[config.mk]
export PLATFORM = sky130hd
export DESIGN_NAME = syscall_unit
export DESIGN_NICKNAME = d
export VERILOG_FILES = /design/src/rtl/syscall_unit_pkg.sv /design/src/rtl/syscall_unit_byte_lane_sel.sv /design/src/rtl/syscall_unit.sv
export SDC_FILE = /design/constraint.sdc
export NUM_CORES = 1
export LEC_CHECK = 0
export BUFFER_PORTS_ARGS = -buffer_cell sky130_fd_sc_hd__buf_2
export CAP_MARGIN = 20
export CORE_MARGIN = 5
export CORE_UTILIZATION = 45
export DETAILED_ROUTE_END_ITERATION = 10
export PLACE_DENSITY_LB_ADDON = 0.08
export REMOVE_ABC_BUFFERS = 1
export SLEW_MARGIN = 15
export SYNTH_ARGS = -nofsm -noshare
export SYNTH_HDL_FRONTEND = slang
export SYNTH_HIERARCHICAL = 1
export SYNTH_SLANG_ARGS = --single-unit
[constraint.sdc]
create_clock -name clk -period 4.6 [get_ports clk]
set_input_delay 0.46 -clock clk [delete_from_list [all_inputs] [get_ports clk]]
set_output_delay 0.46 -clock clk [all_outputs]
set_load 0.05 [all_outputs]
[src/rtl/syscall_unit_pkg.sv]
// Shared constants for the syscall service unit: service codes, FSM encoding
// and console payload kinds.
package syscall_unit_pkg;

  localparam logic [31:0] SVC_PRINT_INT  = 32'd1;
  localparam logic [31:0] SVC_PRINT_STR  = 32'd4;
  localparam logic [31:0] SVC_EXIT       = 32'd10;
  localparam logic [31:0] SVC_PRINT_CHAR = 32'd11;

  localparam logic KIND_CHAR = 1'b0;
  localparam logic KIND_INT  = 1'b1;

  typedef enum logic [2:0] {
    ST_IDLE     = 3'd0,
    ST_EMIT     = 3'd1,
    ST_STR_REQ  = 3'd2,
    ST_STR_WAIT = 3'd3,
    ST_STR_EMIT = 3'd4,
    ST_DONE     = 3'd5,
    ST_HALTED   = 3'd6
  } state_e;

  function automatic logic [31:0] char_word(input logic [7:0] c);
    return {24'b0, c};
  endfunction

endpackage

[src/rtl/syscall_unit_byte_lane_sel.sv]
// Little-endian byte lane extractor: lane 0 is bits 7:0.
module byte_lane_sel (
  input  logic [31:0] word_i,
  input  logic [1:0]  sel_i,
  output logic [7:0]  byte_o
);

  always_comb begin
    byte_o = word_i[7:0];
    case (sel_i)
      2'd0: byte_o = word_i[7:0];
      2'd1: byte_o = word_i[15:8];
      2'd2: byte_o = word_i[23:16];
      2'd3: byte_o = word_i[31:24];
      default: byte_o = word_i[7:0];
    endcase
  end

endmodule

[src/rtl/syscall_unit.sv]
// MIPS syscall service unit: stalls the core while emitting console output,
// walking a NUL-terminated string from data memory, or halting.
module syscall_unit #(
  parameter int unsigned MAX_STR = 256
) (
  input  logic        clk,
  input  logic        rst_n,
  input  logic        syscall,
  input  logic [31:0] v0,
  input  logic [31:0] a0,
  output logic        stall,
  output logic        halt,
  output logic        err,
  output logic [31:0] mem_addr,
  input  logic [31:0] mem_rdata,
  output logic        out_valid,
  input  logic        out_ready,
  output logic        out_kind,
  output logic [31:0] out_data
);
  import syscall_unit_pkg::*;

  localparam int unsigned CNT_W = $clog2(MAX_STR + 1);
  localparam logic [CNT_W-1:0] CNT_MAX = CNT_W'(MAX_STR);

  state_e           state_q, state_d;
  logic [31:0]      ptr_q, ptr_d;
  logic [CNT_W-1:0] cnt_q, cnt_d;
  logic [CNT_W-1:0] cnt_inc;
  logic [31:0]      data_q, data_d;
  logic             kind_q, kind_d;
  logic             err_q, err_d;
  logic [7:0]       lane_byte;

  byte_lane_sel u_lane (
    .word_i (mem_rdata),
    .sel_i  (ptr_q[1:0]),
    .byte_o (lane_byte)
  );

  always_ff @(posedge clk or negedge rst_n) begin
    if (!rst_n) begin
      state_q <= ST_IDLE;
      ptr_q   <= '0;
      cnt_q   <= '0;
      data_q  <= '0;
      kind_q  <= KIND_CHAR;
      err_q   <= 1'b0;
    end else begin
      state_q <= state_d;
      ptr_q   <= ptr_d;
      cnt_q   <= cnt_d;
      data_q  <= data_d;
      kind_q  <= kind_d;
      err_q   <= err_d;
    end
  end

  assign cnt_inc = cnt_q + CNT_W'(1);

  always_comb begin
    state_d = state_q;
    ptr_d   = ptr_q;
    cnt_d   = cnt_q;
    data_d  = data_q;
    kind_d  = kind_q;
    err_d   = 1'b0;
    case (state_q)
      ST_IDLE: begin
        if (syscall) begin
          ptr_d = a0;
          case (v0)
            SVC_PRINT_INT: begin
              data_d  = a0;
              kind_d  = KIND_INT;
              state_d = ST_EMIT;
            end
            SVC_PRINT_CHAR: begin
              data_d  = char_word(a0[7:0]);
              kind_d  = KIND_CHAR;
              state_d = ST_EMIT;
            end
            SVC_PRINT_STR: begin
              cnt_d   = '0;
              state_d = ST_STR_REQ;
            end
            SVC_EXIT: state_d = ST_HALTED;
            default: begin
              err_d   = 1'b1;
              state_d = ST_DONE;
            end
          endcase
        end
      end
      ST_EMIT: begin
        if (out_ready) state_d = ST_DONE;
      end
      ST_STR_REQ: state_d = ST_STR_WAIT;
      ST_STR_WAIT: begin
        if (lane_byte == 8'h00) begin
          state_d = ST_DONE;
        end else begin
          data_d  = char_word(lane_byte);
          kind_d  = KIND_CHAR;
          state_d = ST_STR_EMIT;
        end
      end
      ST_STR_EMIT: begin
        if (out_ready) begin
          ptr_d = ptr_q + 32'd1;
          cnt_d = cnt_inc;
          // Hitting the character budget ends the service without a NUL fetch.
          if (cnt_inc == CNT_MAX) begin
            err_d   = 1'b1;
            state_d = ST_DONE;
          end else begin
            state_d = ST_STR_REQ;
          end
        end
      end
      // DONE never re-samples syscall: it is still the retiring instruction.
      ST_DONE:   state_d = ST_IDLE;
      ST_HALTED: state_d = ST_HALTED;
      default:   state_d = ST_IDLE;
    endcase
  end

  assign stall     = ((state_q == ST_IDLE) && syscall) ||
                     ((state_q != ST_IDLE) && (state_q != ST_DONE));
  assign halt      = (state_q == ST_HALTED);
  assign err       = err_q;
  assign out_valid = (state_q == ST_EMIT) || (state_q == ST_STR_EMIT);
  assign out_kind  = kind_q;
  assign out_data  = data_q;
  assign mem_addr  = {ptr_q[31:2], 2'b00};

endmodule

# Yosys cells after proc, flatten, opt, wreduce, memory -nomap -nowiden
# Cells that the tools add are included.
totals:
  register_bits: 78
  output_inout_bits: 69
  word_cells: 72
op_classes:
  add_sub_neg: 2
  n_eq_ne: 20
  mux: 28
  reduce_logical: 16
op_table:
  columns: ["op", "n"]
  rows:
  - ["one-hot mux 32 bit (2 select lines)", 3]
  - ["two-way mux 32 bit", 4]
  - ["== test 32 x 4 -> 1 bit (second input constant)", 2]
  - ["adder 32 x 1 -> 32 bit (second input constant)", 1]
  - ["== test 32 x 1 -> 1 bit (second input constant)", 1]
  - ["== test 32 x 3 -> 1 bit (second input constant)", 1]
  - ["one-hot mux 8 bit (4 select lines)", 1]
  - ["two-way mux 9 bit", 3]
  - ["one-hot mux 3 bit (6 select lines)", 1]
  - ["one-hot mux 9 bit (2 select lines)", 1]
  - ["two-way mux 3 bit", 4]
  - ["adder 9 x 1 -> 9 bit (second input constant)", 1]
  - ["== test 9 bit (second input constant)", 1]
  - ["one-hot mux 3 bit (3 select lines)", 1]
  - ["logical NOT 8 bit", 1]
  - ["!= test 2 bit (second input constant)", 4]
  - ["AND reduction 4 bit", 2]
  - ["two-way mux 1 bit", 7]
  - ["== test 3 x 2 -> 1 bit (second input constant)", 2]
  - ["== test 3 bit (second input constant)", 2]
  - ["one-hot mux 1 bit (2 select lines)", 3]
  - ["AND reduction 3 bit", 2]
  - ["== test 2 bit (second input constant)", 2]
  - ["nonzero test 2 bit", 2]
  - ["other kinds (12)", 14]

# Longest topological paths before layout
# Gate-level depths: netlist (run 1).
logic_depth:
  word_depth: 5
  mapped_depth: 8

# Modules after synthesis
# Netlist (run 1), hierarchy kept.
modules_own_cells:
  columns: ["module", "instances", "cells_per_inst", "area_each_um2", "seq_area_each_um2"]
  rows:
  - ["syscall_unit", 1, 502, 4568.1, 1951.9]
  - ["byte_lane_sel", 1, 10, 196.4, 0.0]

# Worst setup path after synthesis (run 1)
# Ideal clock, no wire load.
synth_timing:
  kind: "register -> register"
  from: "register ptr_q[0]"
  to: "register data_q[18] (netlist: out_data[18])"
  arrival_ns: 2.434
  required_ns: 4.533
  path_slack_ns: 2.099
  path_stages_with_launch: 8
  path_buffers: 2
  synth_period_minus_slack_ns: 2.501
  path_cell_list: "dfrtp_1 buf_6 mux4_2 or4_1 o21bai_1 o41a_1 clkbuf_1 a22o_1"
synth_via:
  elab_chain_len: 5
  word_cells_on_any_way: 8
  cone_classes: "eq/ne (4); mux (1); reduce/logical (3)"
synth_lines:
  columns: ["item", "line_no", "source"]
  rows:
  - ["start: declaration", "syscall_unit.sv:27", "logic [31:0] ptr_q, ptr_d;"]
  - ["start signal: assignment", "syscall_unit.sv:51", "ptr_q <= ptr_d;"]
  - ["== test 2 bit (tied with other cells)", "syscall_unit_byte_lane_sel.sv:10", "case (sel_i)"]
  - ["one-hot mux 8 bit (4 select lines) (*)", "syscall_unit_byte_lane_sel.sv:10", null]
  - ["named net lane_byte[5]", "syscall_unit.sv:33", "logic [7:0] lane_byte;"]
  - ["logical NOT 8 bit (*)", "syscall_unit.sv:100", "if (lane_byte == 8'h00) begin"]
  - ["!= test 2 bit (no line) (*)", null, null]
  - ["AND reduction 4 bit (no line) (*)", null, null]
  - ["end signal: assignment", "syscall_unit.sv:53", "data_q <= data_d;"]
  - ["end: declaration", "syscall_unit.sv:30", "logic [31:0] data_q, data_d;"]
# Mark *: on every way through the listed nets, which the timed path passes. The rest lies on a longest branch.
# A chain may end at the register's enable or synchronous reset.

# Final worst setup path (run 1)
layout_timing:
  from: "register ptr_q[0]"
  to: "register data_q[1] (netlist: out_data[1])"
# Same word-level chain as after synthesis.

==> impl_metrics.toml, run 1 <==
[critical_path]
crit_buf_inv = 1
crit_path_start_kind = "flip-flop"
cp-end-kind = "flip-flop"
critPathTopFamily = "flip-flops"
worstPathCellList = "mux4_2 -> or4_1 -> o21bai_1 -> o41a_1 -> buf_4 -> o21ai_0"
critPathMaxStageDelay_ns = 0.74
crit_arrival_ns = 3.39
worst_ep_required_time_ns = 4.82
reg2reg_slack_ns = 1.43
crit_type = "reg -> reg"
cp_slowest_cell = "dfrtp_1"
cp_max_fo = 32

[min_path]
hp-class = "in -> async"

[synthesis]
yosysMostFrequentCell = "dfrtp_1"
synth_area_sq_um = 4760
syn-instance-count = 512
ys_seq_elements = 78
synth_top_area_share_pct = 41.0
synth.distinct_cells = 62
ys_top_cells_by_count = "78 x dfrtp_1, 48 x a21oi_1, 40 x o21ai_0"
async_flop_share_pct = 100
syn_avg_cell_area_sq_um = 9.31
synth_area_leader_cell = "dfrtp_1"
ys_seq_area_share_pct = 41.0
synthTopCellsByArea = "dfrtp_1 41%, a21oi_1 5.0%, buf_4 5.0%"
synth-edff-count = 0
synth_ff_type = "dfrtp_1"
yosys_warnings = 6

[finish]
seq_area_sq_um = 1950
final_util_pct = 54.6
drive_gt1_share_pct = 33.2
fillers = 965
area_delta_synth_final_pct = 18.3
nNetsFinal = 734
diodes = 0
multiInputGateArea_sq_um = 2420

[grt]
grt_antenna_before_repair = 0
grt_max_degree = 79
grt_pass1_wl_mm = 22.4
grt_use_total_pct = 21.5
grt-ovfl-total = 0
grt_pass1_vias = 4374

[placed_design]
gp_congestion = 0.880
hpwlAfterDp_mm = 10.1
pre_cts_ws_ns = 1.39
port_buffers = 166

[detailed_routing]
wire_per_inst_um = 17.8
totalWireLength_mm = 13.8
dr.pass1.iters = 5
drc_errors = 0
dr_total_vias = 4535
drtAntennaViolNets = 0
vias_per_cell = 5.87
drtIter0Drc = 233

[clock_network]
clock_path_buffers = 2
cts_tree = "done"
cts_resized = 0
cts_max_level = 3
clock_sinks = 78
clk_pin_slew_ns = 0.09
cts_setup_buffers = 0
numCtsBuffers = 9
root_buffer = "clkbuf_8"
cts_hold_buf = 0
worst_skew_pair.late_latency_ns = 0.36

[timing]
rsz0062_at_grt = "no"
skew_ns = 0.0127
setup-violations-final = 0
tns_ns = 0
worst_slew_pin_slew_ns = 1.06
min_period_ns = 3.17
drv_slew = 0
min_period_over_period_pct = 68.9
hold_viol = 0
worst_slack_ns = 1.43
maxSlewHeadroom_pct = 29.3
whs_ns = 0.0458
fmaxAchievable_mhz = 315

[die]
rows = 37
coreArea_sq_um = 10300
die-area_sq_um = 12700
initial_utilization_pct = 46.2
io_pins = 169
die_w_um = 113
die_height_um = 113

[run_status]
status = "finished clean"

[pwr]
cellPowerDensity_nw_per_um2 = 653
irDropWorstVdd_v = 0.000406
leakage_nw = 2.62

[run]
maxCapViolCount = 0
[routing by layer]
layer  global-route usage, %  share of wire [%]  up-vias
met2                    33.5                 48      145
met4                    4.41               0.58        0
met3                    5.35                6.5        6
met5                       0                  0        -
met1                    30.6                 45     2206
li1                        -                  -     2178
[through the flow]
stage | total power, W | cell area (sq um) | cells
after floorplan | 0.00262 | 4370 | 448
after global placement | 0.00317 | 5430 | 755
after detailed placement | 0.00320 | 5430 | 755
after CTS | 0.00369 | 5610 | 771
after global routing | 0.00393 | 5640 | 772
final | 0.00368 | 5640 | 772
[worst paths after layout]
kind | from | end | cells after the start
hold reg to reg | out_data[0] | out_data[0] | 2
max in group asynchronous | rst_n | ptr_q[0] | 2
setup / recovery | ptr_q[0] | out_data[1] | 6
setup reg to reg | ptr_q[0] | out_data[1] | 6
min in group clk | a0[24] | out_data[24] | 2
hold / removal | rst_n | cnt_q[0] | 1
[cell type report]
class                   count  share of cell area, %
inverters                   3                  0.200
multi-input cells         367                   43.0
flip-flops and latches     78                   34.6
repair buffers            172                   15.9
clock buffers               9                   2.20
clock inverters             7                  0.977
well taps                 136                   3.02
[where the power goes]
group | switching [W] | leakage [nW] | internal, W
Combinational | 0.00137 | 1.55 | 0.000594
Clock | 0.000280 | 0.0923 | 0.000204
Sequential | 0.000334 | 0.978 | 0.000896
Total | 0.00199 | 2.62 | 0.00169
[placed cells by master, fill, tap and decap left out, drive strengths merged, types with 3 or more instances in the layout]
| cell | count |
|---|---|
| o22ai | 13 |
| o21ai | 40 |
| clkbuf | 9 |
| o22a | 3 |
| buf | 172 |
| and4 | 4 |
| and2 | 5 |
| nor3 | 11 |
| nand2b | 4 |
| o311a | 4 |
| or3 | 7 |
| nand2 | 35 |
| a311oi | 6 |
| nand3 | 25 |
| nand4 | 12 |
| a2bb2oi | 3 |
| a22oi | 3 |
| a22o | 28 |
| a211oi | 6 |
| dfrtp | 78 |
| ha | 3 |
| nor4 | 16 |
| inv | 7 |
| nor2b | 3 |
| a31oi | 4 |
| or4 | 5 |
| a21oi | 48 |
| mux4 | 8 |
| and3 | 12 |
| mux2i | 9 |
| nor2 | 24 |
[worst register-to-register path, stage by stage, from the launching register on]
cell      delay, ns
dfrtp_1        0.74
mux4_2         0.59
or4_1          0.57
o21bai_1       0.16
o41a_1         0.41
buf_4          0.42
o21ai_0        0.16
[state kept, by name (all words and copies together) (netlist names)]
name	cells
cnt_q	9
state_q	3
out_data	32
ptr_q	32
err	1
out_kind	1
[logic make-up after synthesis]
family / Yosys count / share of synthesized area (%)
xor gates and xnor gates: 2 / 0.368
AOI/OAI and AO/OA: 174 / 24.0
muxes: 17 / 5.67
and+or+nand+nor: 169 / 19.5
other: 1 / 0.0787
DFF: 78 / 41.0
buffers and inverters: 68 / 8.59
adders and majority gates: 3 / 0.788
No activity file was read; power rests on OpenSTA's default activity.
==> run 2, diff against run 1 <==
==> constraint.sdc (replaced) <==
create_clock -name clk -period 3.3 [get_ports clk]
set_input_delay 0.33 -clock clk [delete_from_list [all_inputs] [get_ports clk]]
set_output_delay 0.33 -clock clk [all_outputs]
set_load 0.05 [all_outputs]
==> impl_metrics.toml, run 2 (synthesis results as in run 1) <==
[run_status]
status = "finished clean"

[die]
io_pins = 169
initial_utilization_pct = 46.2
die_w_um = 113
rows = 37
coreArea_sq_um = 10300
die-area_sq_um = 12700
die_height_um = 113

[clock_network]
worst_skew_pair.late_latency_ns = 0.36
clock_sinks = 78
cts_resized = 0
cts_hold_buf = 0
cts_tree = "done"
clk_pin_slew_ns = 0.09
root_buffer = "clkbuf_8"
clock_path_buffers = 2
numCtsBuffers = 9
cts_max_level = 3
cts_setup_buffers = 0

[critical_path]
worstPathCellList = "mux4_2 -> or4_1 -> o21bai_1 -> o41a_1 -> buf_4 -> a22o_1"
crit_arrival_ns = 3.14
crit_type = "reg -> reg"
worst_ep_required_time_ns = 3.59
cp_slowest_cell = "dfrtp_1"
critPathMaxStageDelay_ns = 0.76
crit_path_start_kind = "flip-flop"
cp-end-kind = "flip-flop"
reg2reg_slack_ns = 0.46
critPathTopFamily = "flip-flops"
crit_buf_inv = 1
timing.rr.start = "ptr_q[0]"
r2r_cells = 6
cp_max_fo = 21
r2r_end = "out_data[17]"

[grt]
grt_antenna_before_repair = 0
grt_pass1_vias = 4415
grt_pass1_wl_mm = 22.3
grt_max_degree = 79
grt_use_total_pct = 21.3
grt-ovfl-total = 0

[placed_design]
gp_congestion = 0.883
port_buffers = 166
hpwlAfterDp_mm = 10.0

[detailed_routing]
vias_per_cell = 5.85
drtAntennaViolNets = 0
dr_total_vias = 4548
wire_per_inst_um = 17.7
dr.pass1.iters = 4
drc_errors = 0
totalWireLength_mm = 13.8
drtIter0Drc = 179

[finish]
nNetsFinal = 740
drive_gt1_share_pct = 33.5
final_common_cell = "buf_2"
layout_common_cells = "165 x buf_2, 78 x dfrtp_1, 48 x a21oi_1"
diodes = 0
area_delta_synth_final_pct = 20.2

[timing]
hold_viol = 0
setup-violations-final = 0
skew_ns = 0.0117
min_period_over_period_pct = 86.2
fmaxAchievable_mhz = 352
worst_slew_pin_slew_ns = 0.895
min_period_ns = 2.84
maxSlewHeadroom_pct = 39.8
drv_slew = 0
rsz0062_at_grt = "no"
whs_ns = 0.194

[pwr]
irDropWorstVdd_v = 0.000640
total_power_w = 0.00528
leakage_nw = 2.66
cellPowerDensity_nw_per_um2 = 922

[min_path]
hp-class = "in -> reg"
min_from = "a0[26]"
min_path_cells = 2
min_to = "out_data[26]"

[run]
maxCapViolCount = 0
[run 2: cell type report]
| class | count | area, sq um |
|---|---|---|
| fill | 989 | 4600 |
| multi-input combinational | 367 | 2420 |
| sequential | 78 | 1950 |
| timing repair buffer | 178 | 946 |
| tap | 136 | 170 |
| clock buffer | 10 | 128 |
| clock inverter | 6 | 93.8 |
| inverter | 3 | 11.3 |
[run 2: worst max-delay path by stage]
stage,start,to,cells past startpoint,slack [ns]
floorplan,state_q[2],ptr_q[11],4,-0.65
global route,ptr_q[0],out_data[17],6,0.27
global placement,ptr_q[0],out_data[28],6,0.54
CTS,ptr_q[0],out_data[17],6,0.43
detailed placement,ptr_q[0],out_data[22],6,0.47
finish,ptr_q[0],out_data[17],6,0.46
[run 2: power by group]
group          total [W]  switching [W]  internal [W]
Sequential       0.00171       0.000462       0.00125
Combinational    0.00275        0.00191      0.000838
Clock           0.000821       0.000387      0.000433
[run 2: metrics by stage]
stage	instance area (sq um)	std cells	setup TNS, ns	util [%]	worst slack, ns
after global routing	5730	778	0	55.5	0.266
after CTS	5690	776	0	55.1	0.434
after floorplan	4370	448	-10.54	-	-0.649
after detailed placement	5470	760	0	53.0	0.470
after global placement	5470	760	0	53.0	0.538
final	5730	778	0	55.5	0.455
[run 2: routing by layer]
metal | global-route usage, % | vias to the layer above | wire, um
met4 | 5.05 | 0 | 142
met1 | 29.8 | 2185 | 6150
li1 | - | 2178 | -
met3 | 3.69 | 12 | 890
met5 | 0 | - | 0
met2 | 34.5 | 173 | 6620
==> run 3, diff against run 2 <==
--- a/config.mk
+++ b/config.mk
@@ -10,6 +10,7 @@
 export CORE_MARGIN = 5
 export CORE_UTILIZATION = 45
 export DETAILED_ROUTE_END_ITERATION = 10
+export GPL_TIMING_DRIVEN = 0
 export PLACE_DENSITY_LB_ADDON = 0.08
 export REMOVE_ABC_BUFFERS = 1
 export SLEW_MARGIN = 15
==> constraint.sdc (replaced) <==
create_clock -name clk -period 2.52 [get_ports clk]
set_input_delay 0.252 -clock clk [delete_from_list [all_inputs] [get_ports clk]]
set_output_delay 0.252 -clock clk [all_outputs]
set_load 0.05 [all_outputs]
==> impl_metrics.toml, run 3 (synthesis results as in run 1) <==
[critical_path]
crit_arrival_ns = 2.79
crit_type = "reg -> reg"
cp-end-kind = "flip-flop"
r2r_end = "out_data[13]"
reg2reg_slack_ns = 0.02
cp_max_fo = 8
worst_ep_required_time_ns = 2.81
crit_path_start_kind = "flip-flop"
r2r_cells = 8
timing.rr.start = "ptr_q[0]"

[min_path]
min_from = "a0[24]"
hp-class = "in -> reg"
min_path_cells = 2
min_to = "out_data[24]"

[timing]
setup-violations-final = 0
min_period_ns = 2.50
tns_ns = 0
min_period_over_period_pct = 99.4
hold_viol = 0
skew_ns = 0.0121
drv_slew = 0
maxSlewHeadroom_pct = 40.1
fmaxAchievable_mhz = 399
whs_ns = 0.114
worst_slew_pin_slew_ns = 0.895

[clock_network]
worst_skew_pair.late_latency_ns = 0.36
cts_max_level = 3
clock_sinks = 78
numCtsBuffers = 9
cts_tree = "done"
root_buffer = "clkbuf_8"
clock_path_buffers = 2
clk_pin_slew_ns = 0.09

[grt]
grt_use_total_pct = 24.1
grt-ovfl-total = 0
grt_pass1_wl_mm = 24.7
grt_pass1_vias = 4787
grt_max_degree = 50
grt_antenna_before_repair = 0

[die]
io_pins = 169
die_height_um = 113
initial_utilization_pct = 46.2
coreArea_sq_um = 10300
rows = 37
die-area_sq_um = 12700
die_w_um = 113

[placed_design]
gp_congestion = 0.832
place_area_sq_um = 5470
port_buffers = 166
hpwlAfterDp_mm = 10.1

[finish]
layout_common_cells = "165 x buf_2, 76 x dfrtp_1, 48 x a21oi_1"
drive_gt1_share_pct = 36.6
final_common_cell = "buf_2"
fillers = 953
nNetsFinal = 749
diodes = 0
final_util_pct = 58.3
area_delta_synth_final_pct = 26.3
fin_area_sq_um = 6020

[detailed_routing]
dr.pass1.iters = 4
wire_per_inst_um = 20.1
drc_errors = 0
drtAntennaViolNets = 0
vias_per_cell = 6.04
drtIter0Drc = 283
dr_total_vias = 4747
totalWireLength_mm = 15.8

[run]
maxCapViolCount = 0

[pwr]
p_sw_share_pct = 51.3
p_int_w = 0.00360
leakage_nw = 2.85
p_seq_share_pct = 30.0
irDropWorstVdd_v = 0.000997
switchingPower_w = 0.00379
cellPowerDensity_nw_per_um2 = 1230
pwr-share-clk_pct = 15.5
combPwrFrac_pct = 54.5

[run_status]
status = "finished clean"
==> run 3: cell types whose count changed in the layout (fill, tap and decap cells not counted), moves of 3 or more <==
cell,previous run,this run
nor4_2,0,3
buf_4,11,6
nor4_1,16,13
o41a_4,0,6
==> run 3: final cells by class <==
| type | instances | area, sq um | share of cell area [%] |
|---|---|---|---|
| tap | 136 | 170 | 2.83 |
| sequential | 78 | 1960 | 32.5 |
| multi-input combinational | 375 | 2630 | 43.7 |
| timing repair buffer | 179 | 1010 | 16.8 |
| clock buffer | 9 | 124 | 2.06 |
| inverter | 3 | 11.3 | 0.187 |
| clock inverter | 6 | 111 | 1.85 |
==> run 3: critical path: stages, from the launching register on <==
cell,delay [ns]
dfrtp_4,0.50
buf_12,0.15
buf_4,0.13
mux4_2,0.43
or4_4,0.47
o21bai_4,0.18
buf_12,0.15
o41a_4,0.24
a22o_1,0.19
==> run 3: repair_timing <==
item                       4_1_cts  5_1_grt
hold endpoints to repair        29        0
cloned                           6        2
setup endpoints to repair       56       56
resized for setup               17        8
pin swaps                        6        4
hold buffers                     1        0
setup buffers                    2        6
==> run 3: worst max-delay path by stage <==
stage               slack [ns]       start           end  cells after the start
detailed placement       -0.74    ptr_q[0]   out_data[2]                      5
global placement         -3.17  state_q[2]     ptr_q[27]                      5
CTS                      -0.03    ptr_q[0]  out_data[13]                      6
floorplan                -1.43  state_q[2]     ptr_q[11]                      4
global route             -0.01    ptr_q[0]   out_data[7]                      8
finish                    0.02    ptr_q[0]  out_data[13]                      8
==> run 3: routing by layer <==
| metal | share of wire, % | track usage [%] | up-vias |
|---|---|---|---|
| li1 | - | - | 2228 |
| met2 | 49 | 40.4 | 189 |
| met3 | 7.1 | 5.61 | 19 |
| met4 | 1.6 | 5.77 | 0 |
| met5 | 0 | 0 | - |
| met1 | 42 | 31.8 | 2311 |
==> run 3: per-stage QoR <==
| stage | worst slack, ns | total power [W] | cells |
|---|---|---|---|
| 3_3_place_gp | -3.17 | 0.00574 | 750 |
| 2_1_floorplan | -1.43 | 0.00478 | 448 |
| 4_1_cts | -0.0266 | 0.00723 | 778 |
| 6_report | 0.0154 | 0.00739 | 786 |
| 5_1_grt | -0.0146 | 0.00783 | 786 |
| 3_5_place_dp | -0.738 | 0.00591 | 754 |
==> run 3: power by group through the flow <==
| stage | combinational, W | sequential [W] | clock (W) |
|---|---|---|---|
| floorplan | 0.00158 | 0.00320 | 0 |
| global placement | 0.00352 | 0.00222 | 0 |
| detailed placement | 0.00366 | 0.00225 | 0 |
| CTS | 0.00385 | 0.00222 | 0.00116 |
| global route | 0.00434 | 0.00229 | 0.00120 |
| finish | 0.00403 | 0.00222 | 0.00115 |
